<file path="config.mk">
export PLATFORM = sky130hd
export DESIGN_NAME = regwrite_arb_flat
export DESIGN_NICKNAME = d
export VERILOG_FILES = /design/src/rtl/regwrite_arb_pkg.sv /design/src/rtl/regwrite_arb_if.sv /design/src/rtl/regwrite_arb_queue.sv /design/src/rtl/regwrite_arb.sv /design/src/flat_wrapper.sv
export SDC_FILE = /design/constraint.sdc
export NUM_CORES = 1
export LEC_CHECK = 0
export BUFFER_PORTS_ARGS = -buffer_cell sky130_fd_sc_hd__buf_4
export CAP_MARGIN = 10
export CORE_MARGIN = 2
export CORE_UTILIZATION = 25
export CTS_CLUSTER_DIAMETER = 30
export DETAILED_ROUTE_END_ITERATION = 8
export PLACE_DENSITY = 0.44
export SLEW_MARGIN = 40
export SYNTH_ARGS = -nofsm -noshare
export SYNTH_HDL_FRONTEND = slang
export SYNTH_SLANG_ARGS = --single-unit
export TNS_END_PERCENT = 5
</file>
<file path="constraint.sdc">
create_clock -name Clk -period 4.95 [get_ports Clk]
set_input_delay 0.99 -clock Clk [delete_from_list [all_inputs] [get_ports Clk]]
set_output_delay 0.99 -clock Clk [all_outputs]
set_load 0.02 [all_outputs]
</file>
<file path="src/rtl/regwrite_arb_pkg.sv">
// Shared constants, types and tag-ordering helper for the register-write arbiter.
package regwrite_arb_pkg;

  localparam logic [4:0] REG_ZR   = 5'd31;
  localparam int         NUM_REGS = 32;
  localparam int         TAG_W    = 3;

  typedef logic [TAG_W-1:0] tag_t;
  typedef logic [4:0]       reg_idx_t;

  // Round-robin pointer encoding: whose turn it is on the next contended cycle.
  localparam logic [0:0] RR_A = 1'b0;
  localparam logic [0:0] RR_B = 1'b1;

  typedef struct packed {
    tag_t seq;
    logic rr;
    logic grant_a;
    logic grant_b;
  } regwrite_dbg_t;

  // x is older than y when y lies 1..3 steps ahead of x modulo 2**TAG_W.
  function automatic logic tag_older(tag_t x, tag_t y);
    tag_t diff;
    diff = y - x;
    return (diff != '0) && !diff[TAG_W-1];
  endfunction

endpackage

</file>
<file path="src/rtl/regwrite_arb_if.sv">
// Requester handshakes, register-file write port, busy scoreboard and debug state.
interface regwrite_arb_if #(
  parameter int DATA_W = 64
);
  import regwrite_arb_pkg::*;

  // Valid/ready: a transfer happens on a posedge where valid=1 and ready=1; the
  // payload (reg, data) is captured on that edge. ready never depends on valid.
  logic              a_valid;
  logic              a_ready;
  reg_idx_t          a_reg;
  logic [DATA_W-1:0] a_data;
  logic              b_valid;
  logic              b_ready;
  reg_idx_t          b_reg;
  logic [DATA_W-1:0] b_data;

  logic              wr_en;
  reg_idx_t          wr_reg;
  logic [DATA_W-1:0] wr_data;
  logic [31:0]       busy;
  regwrite_dbg_t     dbg;

  modport master (
    output a_valid, a_reg, a_data, b_valid, b_reg, b_data,
    input  a_ready, b_ready, wr_en, wr_reg, wr_data, busy, dbg
  );

  modport slave (
    input  a_valid, a_reg, a_data, b_valid, b_reg, b_data,
    output a_ready, b_ready, wr_en, wr_reg, wr_data, busy, dbg
  );

endinterface

</file>
<file path="src/rtl/regwrite_arb_queue.sv">
// Per-requester FIFO of {tag, reg, data} with head view and per-register occupancy mask.
module regwrite_queue
  import regwrite_arb_pkg::*;
#(
  parameter int DATA_W = 64,
  parameter int QDEPTH = 2
) (
  input  logic                clk_i,
  input  logic                rst_ni,
  input  logic                push_i,
  input  tag_t                push_tag_i,
  input  reg_idx_t            push_reg_i,
  input  logic [DATA_W-1:0]   push_data_i,
  input  logic                pop_i,
  output tag_t                head_tag_o,
  output reg_idx_t            head_reg_o,
  output logic [DATA_W-1:0]   head_data_o,
  output logic                head_valid_o,
  output logic                full_o,
  output logic [NUM_REGS-1:0] occ_mask_o
);

  localparam int PTR_W = $clog2(QDEPTH);
  localparam int CNT_W = PTR_W + 1;

  tag_t              tag_mem_q  [QDEPTH];
  reg_idx_t          reg_mem_q  [QDEPTH];
  logic [DATA_W-1:0] data_mem_q [QDEPTH];

  logic [PTR_W-1:0] wr_ptr_q, wr_ptr_d;
  logic [PTR_W-1:0] rd_ptr_q, rd_ptr_d;
  logic [CNT_W-1:0] cnt_q, cnt_d;
  logic             do_push;
  logic             do_pop;

  assign full_o       = (cnt_q == CNT_W'(QDEPTH));
  assign head_valid_o = (cnt_q != '0);
  assign do_push      = push_i && !full_o;
  assign do_pop       = pop_i && head_valid_o;

  assign head_tag_o  = tag_mem_q[rd_ptr_q];
  assign head_reg_o  = reg_mem_q[rd_ptr_q];
  assign head_data_o = data_mem_q[rd_ptr_q];

  always_comb begin
    wr_ptr_d = wr_ptr_q + PTR_W'(do_push);
    rd_ptr_d = rd_ptr_q + PTR_W'(do_pop);
    cnt_d    = cnt_q + CNT_W'(do_push) - CNT_W'(do_pop);
  end

  always_ff @(posedge clk_i) begin
    if (!rst_ni) begin
      wr_ptr_q <= '0;
      rd_ptr_q <= '0;
      cnt_q    <= '0;
    end else begin
      wr_ptr_q <= wr_ptr_d;
      rd_ptr_q <= rd_ptr_d;
      cnt_q    <= cnt_d;
    end
  end

  // Payload storage needs no reset: occupancy alone decides which slots are live.
  always_ff @(posedge clk_i) begin
    if (do_push) begin
      tag_mem_q[wr_ptr_q]  <= push_tag_i;
      reg_mem_q[wr_ptr_q]  <= push_reg_i;
      data_mem_q[wr_ptr_q] <= push_data_i;
    end
  end

  // A slot is live when its distance from the read pointer is below the count.
  always_comb begin
    occ_mask_o = '0;
    for (int i = 0; i < QDEPTH; i++) begin
      if ({1'b0, PTR_W'(i) - rd_ptr_q} < cnt_q) begin
        occ_mask_o[reg_mem_q[i]] = 1'b1;
      end
    end
  end

endmodule

</file>
<file path="src/rtl/regwrite_arb.sv">
// Two-requester register-file write arbiter: tagged queues, same-register ordering,
// round-robin otherwise, one registered write per cycle and a pending-write scoreboard.
module regwrite_arb
  import regwrite_arb_pkg::*;
#(
  parameter int DATA_W = 64,
  parameter int QDEPTH = 2
) (
  input logic             Clk,
  input logic             Rst,
  regwrite_arb_if.slave   port_if
);

  tag_t              seq_q, seq_d;
  logic              rr_q, rr_d;
  logic              wr_en_q, wr_en_d;
  reg_idx_t          wr_reg_q, wr_reg_d;
  logic [DATA_W-1:0] wr_data_q, wr_data_d;

  logic              a_full, b_full;
  logic              a_fire, b_fire;
  logic              a_push, b_push;
  tag_t              a_tag, b_tag;
  logic              a_hv, b_hv;
  tag_t              a_htag, b_htag;
  reg_idx_t          a_hreg, b_hreg;
  logic [DATA_W-1:0] a_hdata, b_hdata;
  logic [31:0]       a_occ, b_occ;
  logic              grant_a, grant_b;
  logic [31:0]       busy_vec;

  assign port_if.a_ready = !a_full;
  assign port_if.b_ready = !b_full;

  // Writes to the zero register complete the handshake but are dropped here.
  assign a_fire = port_if.a_valid && !a_full;
  assign b_fire = port_if.b_valid && !b_full;
  assign a_push = a_fire && (port_if.a_reg != REG_ZR);
  assign b_push = b_fire && (port_if.b_reg != REG_ZR);

  // B counts as older on a simultaneous enqueue, so it takes the current tag.
  assign b_tag = seq_q;
  assign a_tag = seq_q + tag_t'(b_push);
  assign seq_d = seq_q + tag_t'(a_push) + tag_t'(b_push);

  regwrite_queue #(
    .DATA_W (DATA_W),
    .QDEPTH (QDEPTH)
  ) u_queue_a (
    .clk_i        (Clk),
    .rst_ni       (Rst),
    .push_i       (a_push),
    .push_tag_i   (a_tag),
    .push_reg_i   (port_if.a_reg),
    .push_data_i  (port_if.a_data),
    .pop_i        (grant_a),
    .head_tag_o   (a_htag),
    .head_reg_o   (a_hreg),
    .head_data_o  (a_hdata),
    .head_valid_o (a_hv),
    .full_o       (a_full),
    .occ_mask_o   (a_occ)
  );

  regwrite_queue #(
    .DATA_W (DATA_W),
    .QDEPTH (QDEPTH)
  ) u_queue_b (
    .clk_i        (Clk),
    .rst_ni       (Rst),
    .push_i       (b_push),
    .push_tag_i   (b_tag),
    .push_reg_i   (port_if.b_reg),
    .push_data_i  (port_if.b_data),
    .pop_i        (grant_b),
    .head_tag_o   (b_htag),
    .head_reg_o   (b_hreg),
    .head_data_o  (b_hdata),
    .head_valid_o (b_hv),
    .full_o       (b_full),
    .occ_mask_o   (b_occ)
  );

  // Same-register heads resolve by age and leave the round-robin pointer alone.
  always_comb begin
    grant_a = 1'b0;
    grant_b = 1'b0;
    rr_d    = rr_q;
    if (a_hv && b_hv) begin
      if (a_hreg == b_hreg) begin
        if (tag_older(a_htag, b_htag)) begin
          grant_a = 1'b1;
        end else begin
          grant_b = 1'b1;
        end
      end else if (rr_q == RR_A) begin
        grant_a = 1'b1;
        rr_d    = RR_B;
      end else begin
        grant_b = 1'b1;
        rr_d    = RR_A;
      end
    end else if (a_hv) begin
      grant_a = 1'b1;
    end else if (b_hv) begin
      grant_b = 1'b1;
    end
  end

  always_comb begin
    wr_en_d   = grant_a || grant_b;
    wr_reg_d  = wr_reg_q;
    wr_data_d = wr_data_q;
    if (grant_a) begin
      wr_reg_d  = a_hreg;
      wr_data_d = a_hdata;
    end else if (grant_b) begin
      wr_reg_d  = b_hreg;
      wr_data_d = b_hdata;
    end
  end

  always_ff @(posedge Clk) begin
    if (!Rst) begin
      seq_q     <= '0;
      rr_q      <= RR_A;
      wr_en_q   <= 1'b0;
      wr_reg_q  <= '0;
      wr_data_q <= '0;
    end else begin
      seq_q     <= seq_d;
      rr_q      <= rr_d;
      wr_en_q   <= wr_en_d;
      wr_reg_q  <= wr_reg_d;
      wr_data_q <= wr_data_d;
    end
  end

  always_comb begin
    busy_vec = a_occ | b_occ;
    if (wr_en_q) begin
      busy_vec[wr_reg_q] = 1'b1;
    end
    busy_vec[REG_ZR] = 1'b0;
  end

  assign port_if.wr_en   = wr_en_q;
  assign port_if.wr_reg  = wr_reg_q;
  assign port_if.wr_data = wr_data_q;
  assign port_if.busy    = busy_vec;

  assign port_if.dbg.seq     = seq_q;
  assign port_if.dbg.rr      = rr_q;
  assign port_if.dbg.grant_a = grant_a;
  assign port_if.dbg.grant_b = grant_b;

endmodule

</file>
<file path="src/flat_wrapper.sv">
// flat-port wrapper written by rule: the top's interface ports become plain ports
module regwrite_arb_flat import regwrite_arb_pkg::*;
#(
  parameter int DATA_W = 64,
  parameter int QDEPTH = 2
)
  (Clk, Rst, port_if_a_valid, port_if_a_reg, port_if_a_data, port_if_b_valid, port_if_b_reg, port_if_b_data, port_if_a_ready, port_if_b_ready, port_if_wr_en, port_if_wr_reg, port_if_wr_data, port_if_busy, port_if_dbg);
  regwrite_arb_if #(.DATA_W(DATA_W)) port_if_i ();
  input logic Clk;
  input logic Rst;
  input wire logic [$bits(port_if_i.a_valid)-1:0] port_if_a_valid;
  input wire logic [$bits(port_if_i.a_reg)-1:0] port_if_a_reg;
  input wire logic [$bits(port_if_i.a_data)-1:0] port_if_a_data;
  input wire logic [$bits(port_if_i.b_valid)-1:0] port_if_b_valid;
  input wire logic [$bits(port_if_i.b_reg)-1:0] port_if_b_reg;
  input wire logic [$bits(port_if_i.b_data)-1:0] port_if_b_data;
  output wire logic [$bits(port_if_i.a_ready)-1:0] port_if_a_ready;
  output wire logic [$bits(port_if_i.b_ready)-1:0] port_if_b_ready;
  output wire logic [$bits(port_if_i.wr_en)-1:0] port_if_wr_en;
  output wire logic [$bits(port_if_i.wr_reg)-1:0] port_if_wr_reg;
  output wire logic [$bits(port_if_i.wr_data)-1:0] port_if_wr_data;
  output wire logic [$bits(port_if_i.busy)-1:0] port_if_busy;
  output wire logic [$bits(port_if_i.dbg)-1:0] port_if_dbg;
  assign port_if_i.a_valid = port_if_a_valid;
  assign port_if_i.a_reg = port_if_a_reg;
  assign port_if_i.a_data = port_if_a_data;
  assign port_if_i.b_valid = port_if_b_valid;
  assign port_if_i.b_reg = port_if_b_reg;
  assign port_if_i.b_data = port_if_b_data;
  assign port_if_a_ready = port_if_i.a_ready;
  assign port_if_b_ready = port_if_i.b_ready;
  assign port_if_wr_en = port_if_i.wr_en;
  assign port_if_wr_reg = port_if_i.wr_reg;
  assign port_if_wr_data = port_if_i.wr_data;
  assign port_if_busy = port_if_i.busy;
  assign port_if_dbg = port_if_i.dbg;
  regwrite_arb #(.DATA_W(DATA_W), .QDEPTH(QDEPTH)) u_core (.Clk(Clk), .Rst(Rst), .port_if(port_if_i));
endmodule
</file>
==> impl_metrics.py <==
metrics = {
    "route": {
        "drt_iter0_drc": 515,
        "vias": 10600,
        "drc": 0,
        "dr.pass1.iters": 5,
        "post_drt_wl_per_cell_microns": 19.9,
        "postRouteAntennaNets": 0,
        "vias_per_cell": 4.45,
        "wirelength_microns": 47200,
    },
    "die": {
        "ios": 252,
        "start_util": 0.253,
        "die-area_sq_um": 65800,
        "rows": 92,
        "coreArea_sq_um": 63100,
        "die_x_microns": 257,
        "die_y_microns": 257,
    },
    "synthesis": {
        "synth_top_area_frac": 0.543,
        "syn_avg_cell_area_sq_um": 13.7,
        "async_flop_share": 0,
        "yosysTopAreaCell": "edfxtp_1",
        "syn_area_sq_um": 15900,
        "ys.flop_type": "edfxtp_1",
        "ys_top_cells_by_area": "edfxtp_1 54%, dfxtp_1 11%, mux2i_1 9.5%",
        "yosysUniqueCellTypes": 42,
        "synth-seq-cells": 372,
        "synth_edf_count": 288,
        "ys_seq_area_frac": 0.648,
        "synth_cells": 1162,
        "synth_nets": 1318,
        "yosys_warnings": 0,
    },
    "cts": {
        "clk_pin_slew_ns": 0.04,
        "clk_latency_ns": 0.62,
        "cts_sinks": 372,
        "root_buffer": "clkbuf_16",
        "cts_tree": "built",
        "numCtsBuffers": 94,
        "cts-resized-gates": 0,
        "clockBufferDepth": 3,
        "htree_levels": 3,
        "post_cts_buffers": 0,
        "hold_buffers": 0,
    },
    "sta": {
        "slew_violations": 0,
        "setup_viol": 0,
        "fmax_ghz": 0.237,
        "fin_tns_setup_ns": 0,
        "max-slew-margin-rel": 0.421,
        "post-route-period-util": 0.854,
        "worst_pin_slew_ns": 0.865,
        "rsz0062_at_grt": "false",
        "period_needed_ns": 4.23,
        "skew_ns": 0.0255,
        "hold_viol_final": 0,
    },
    "grt": {
        "track_usage": 0.143,
        "grt_remaining_overflow": 0,
        "antenna_found_initial": 1,
        "grt_pass1_wl_microns": 71500,
        "grt_pass1_vias": 11200,
        "grt_max_degree": 107,
    },
    "final_layout": {
        "final_common_cell": "edfxtp_1",
        "syn_to_final_growth_pct": 38.1,
        "final_area_sq_um": 22000,
        "nNetsFinal": 1603,
        "instances_no_fill": 2374,
        "n_antenna_cell": 0,
        "final_cell_mix": "288 x edfxtp_1, 265 x buf_4, 185 x nand2_1, 152 x mux2i_1, 95 x clkbuf_16",
        "drive_above_1_share": 0.329,
    },
    "pwr": {
        "p_switching_mw": 4.32,
        "p_comb_frac": 0.246,
        "sw_frac_of_total": 0.304,
        "p_leak_nw": 8.31,
        "cell_internal_pwr_mw": 9.92,
        "power_density_nw_per_um2": 647,
        "clockPowerShare": 0.440,
        "finalPower_mw": 14.2,
        "vdd_drop_max_mv": 0.317,
        "p_seq_frac": 0.314,
    },
    "critical_path": {
        "end_kind": "output pin",
        "cp_data_arrival_time_ns": 3.24,
        "cp-start-kind": "register",
        "required_ns": 3.96,
        "crit_type": "reg -> out",
        "path_max_fanout": 31,
    },
    "place": {
        "place_inst": 2197,
        "io_buffers": 250,
        "gp_congestion": 0.831,
        "place_area_sq_um": 18700,
        "dp.final_hpwl_microns": 30600,
    },
    "run_status": {
        "status": "completed",
    },
    "hold_path": {
        "holdCritPathClass": "reg -> reg",
    },
    "job": {
        "cap_violations": 0,
    },
}
[worst paths after layout]
kind / from / endpoint / slack [ns] / depth (start not counted)
setup reg to reg: register / u_core.port_if.wr_data[6] / 1.63 / 8
setup / recovery: register / port_if_dbg[1] / 0.72 / 7
hold / removal: u_core.u_queue_a.rd_ptr_q / register / 0.50 / 2
hold reg to reg: u_core.u_queue_a.rd_ptr_q / register / 0.50 / 2
[stage by stage]
step	utilization	hold slack [ns]	setup WS (ns)
final	0.349	0.496	0.723
after global routing	0.349	0.515	0.516
after detailed placement	0.296	0.494	1.30
after floorplan	-	0.469	1.01
after global placement	0.296	0.482	1.28
after CTS	0.349	0.499	0.625
[per-layer routing]
layer | track usage | vias up | part of all wire
li1 | - | 4988 | -
met1 | 0.178 | 5151 | 0.43
met2 | 0.232 | 346 | 0.47
met3 | 0.0475 | 89 | 0.074
met4 | 0.0480 | 2 | 0.022
met5 | 0 | - | 0.00034
[final cells by class]
| cell class | instances | area [sq um] |
|---|---|---|
| Timing Repair Buffer | 271 | 2090 |
| Fill cell | 6309 | 41100 |
| Clock inverter | 64 | 828 |
| Multi-Input combinational cell | 695 | 5160 |
| Inverter | 13 | 48.8 |
| Clock buffer | 113 | 2490 |
| Tap cell | 846 | 1060 |
| Sequential cell | 372 | 10300 |
[power by group through the flow]
stage                     Combinational, mW  Clock [mW]  Sequential, mW
after global routing                   3.83        6.59            4.55
after global placement                 3.56           0            4.53
after CTS                              3.60        6.42            4.48
after detailed placement               3.58           0            4.52
after floorplan                        2.30           0            4.56
final                                  3.50        6.27            4.47
[cells in the mapped netlist (4+ instances only)]
library cell,number
inv_1,13
and3b_1,9
nand2b_1,7
nand2_1,185
nor2_1,16
a21oi_1,4
buf_4,4
and2_1,8
buf_12,7
edfxtp_1,288
xor2_1,8
mux2i_1,152
nand3_1,29
a22oi_1,56
mux2_2,66
nand4_1,8
dfxtp_1,84
nor3_1,7
buf_2,12
ha_1,13
o211ai_1,71
xnor2_1,5
and3_1,7
nor3b_1,22
clkbuf_1,50
buf_1,6
[kinds of logic (layout without fill, tap and decap cells)]
group | Yosys count | in the layout | synth area share
multiplexers | 218 | 218 | 0.142
other | 1 | 1 | 0.000235
flip-flops | 372 | 372 | 0.648
buffers and inverters | 95 | 461 | 0.0328
adder cells (fa/ha/maj) | 14 | 14 | 0.0115
XOR/XNOR | 13 | 13 | 0.00714
AND/OR/NAND/NOR | 303 | 303 | 0.0879
AO/OA/AOI/OAI | 146 | 146 | 0.0703
[worst max-delay path, stage by stage (launching register included)]
cell,delay [ns]
dfxtp_4,0.75
mux2_2,0.41
ha_1,0.31
a21oi_1,0.07
mux2i_1,0.18
o311ai_2,0.20
a221oi_4,0.47
buf_4,0.23
Power figures use the tool's default switching activity.
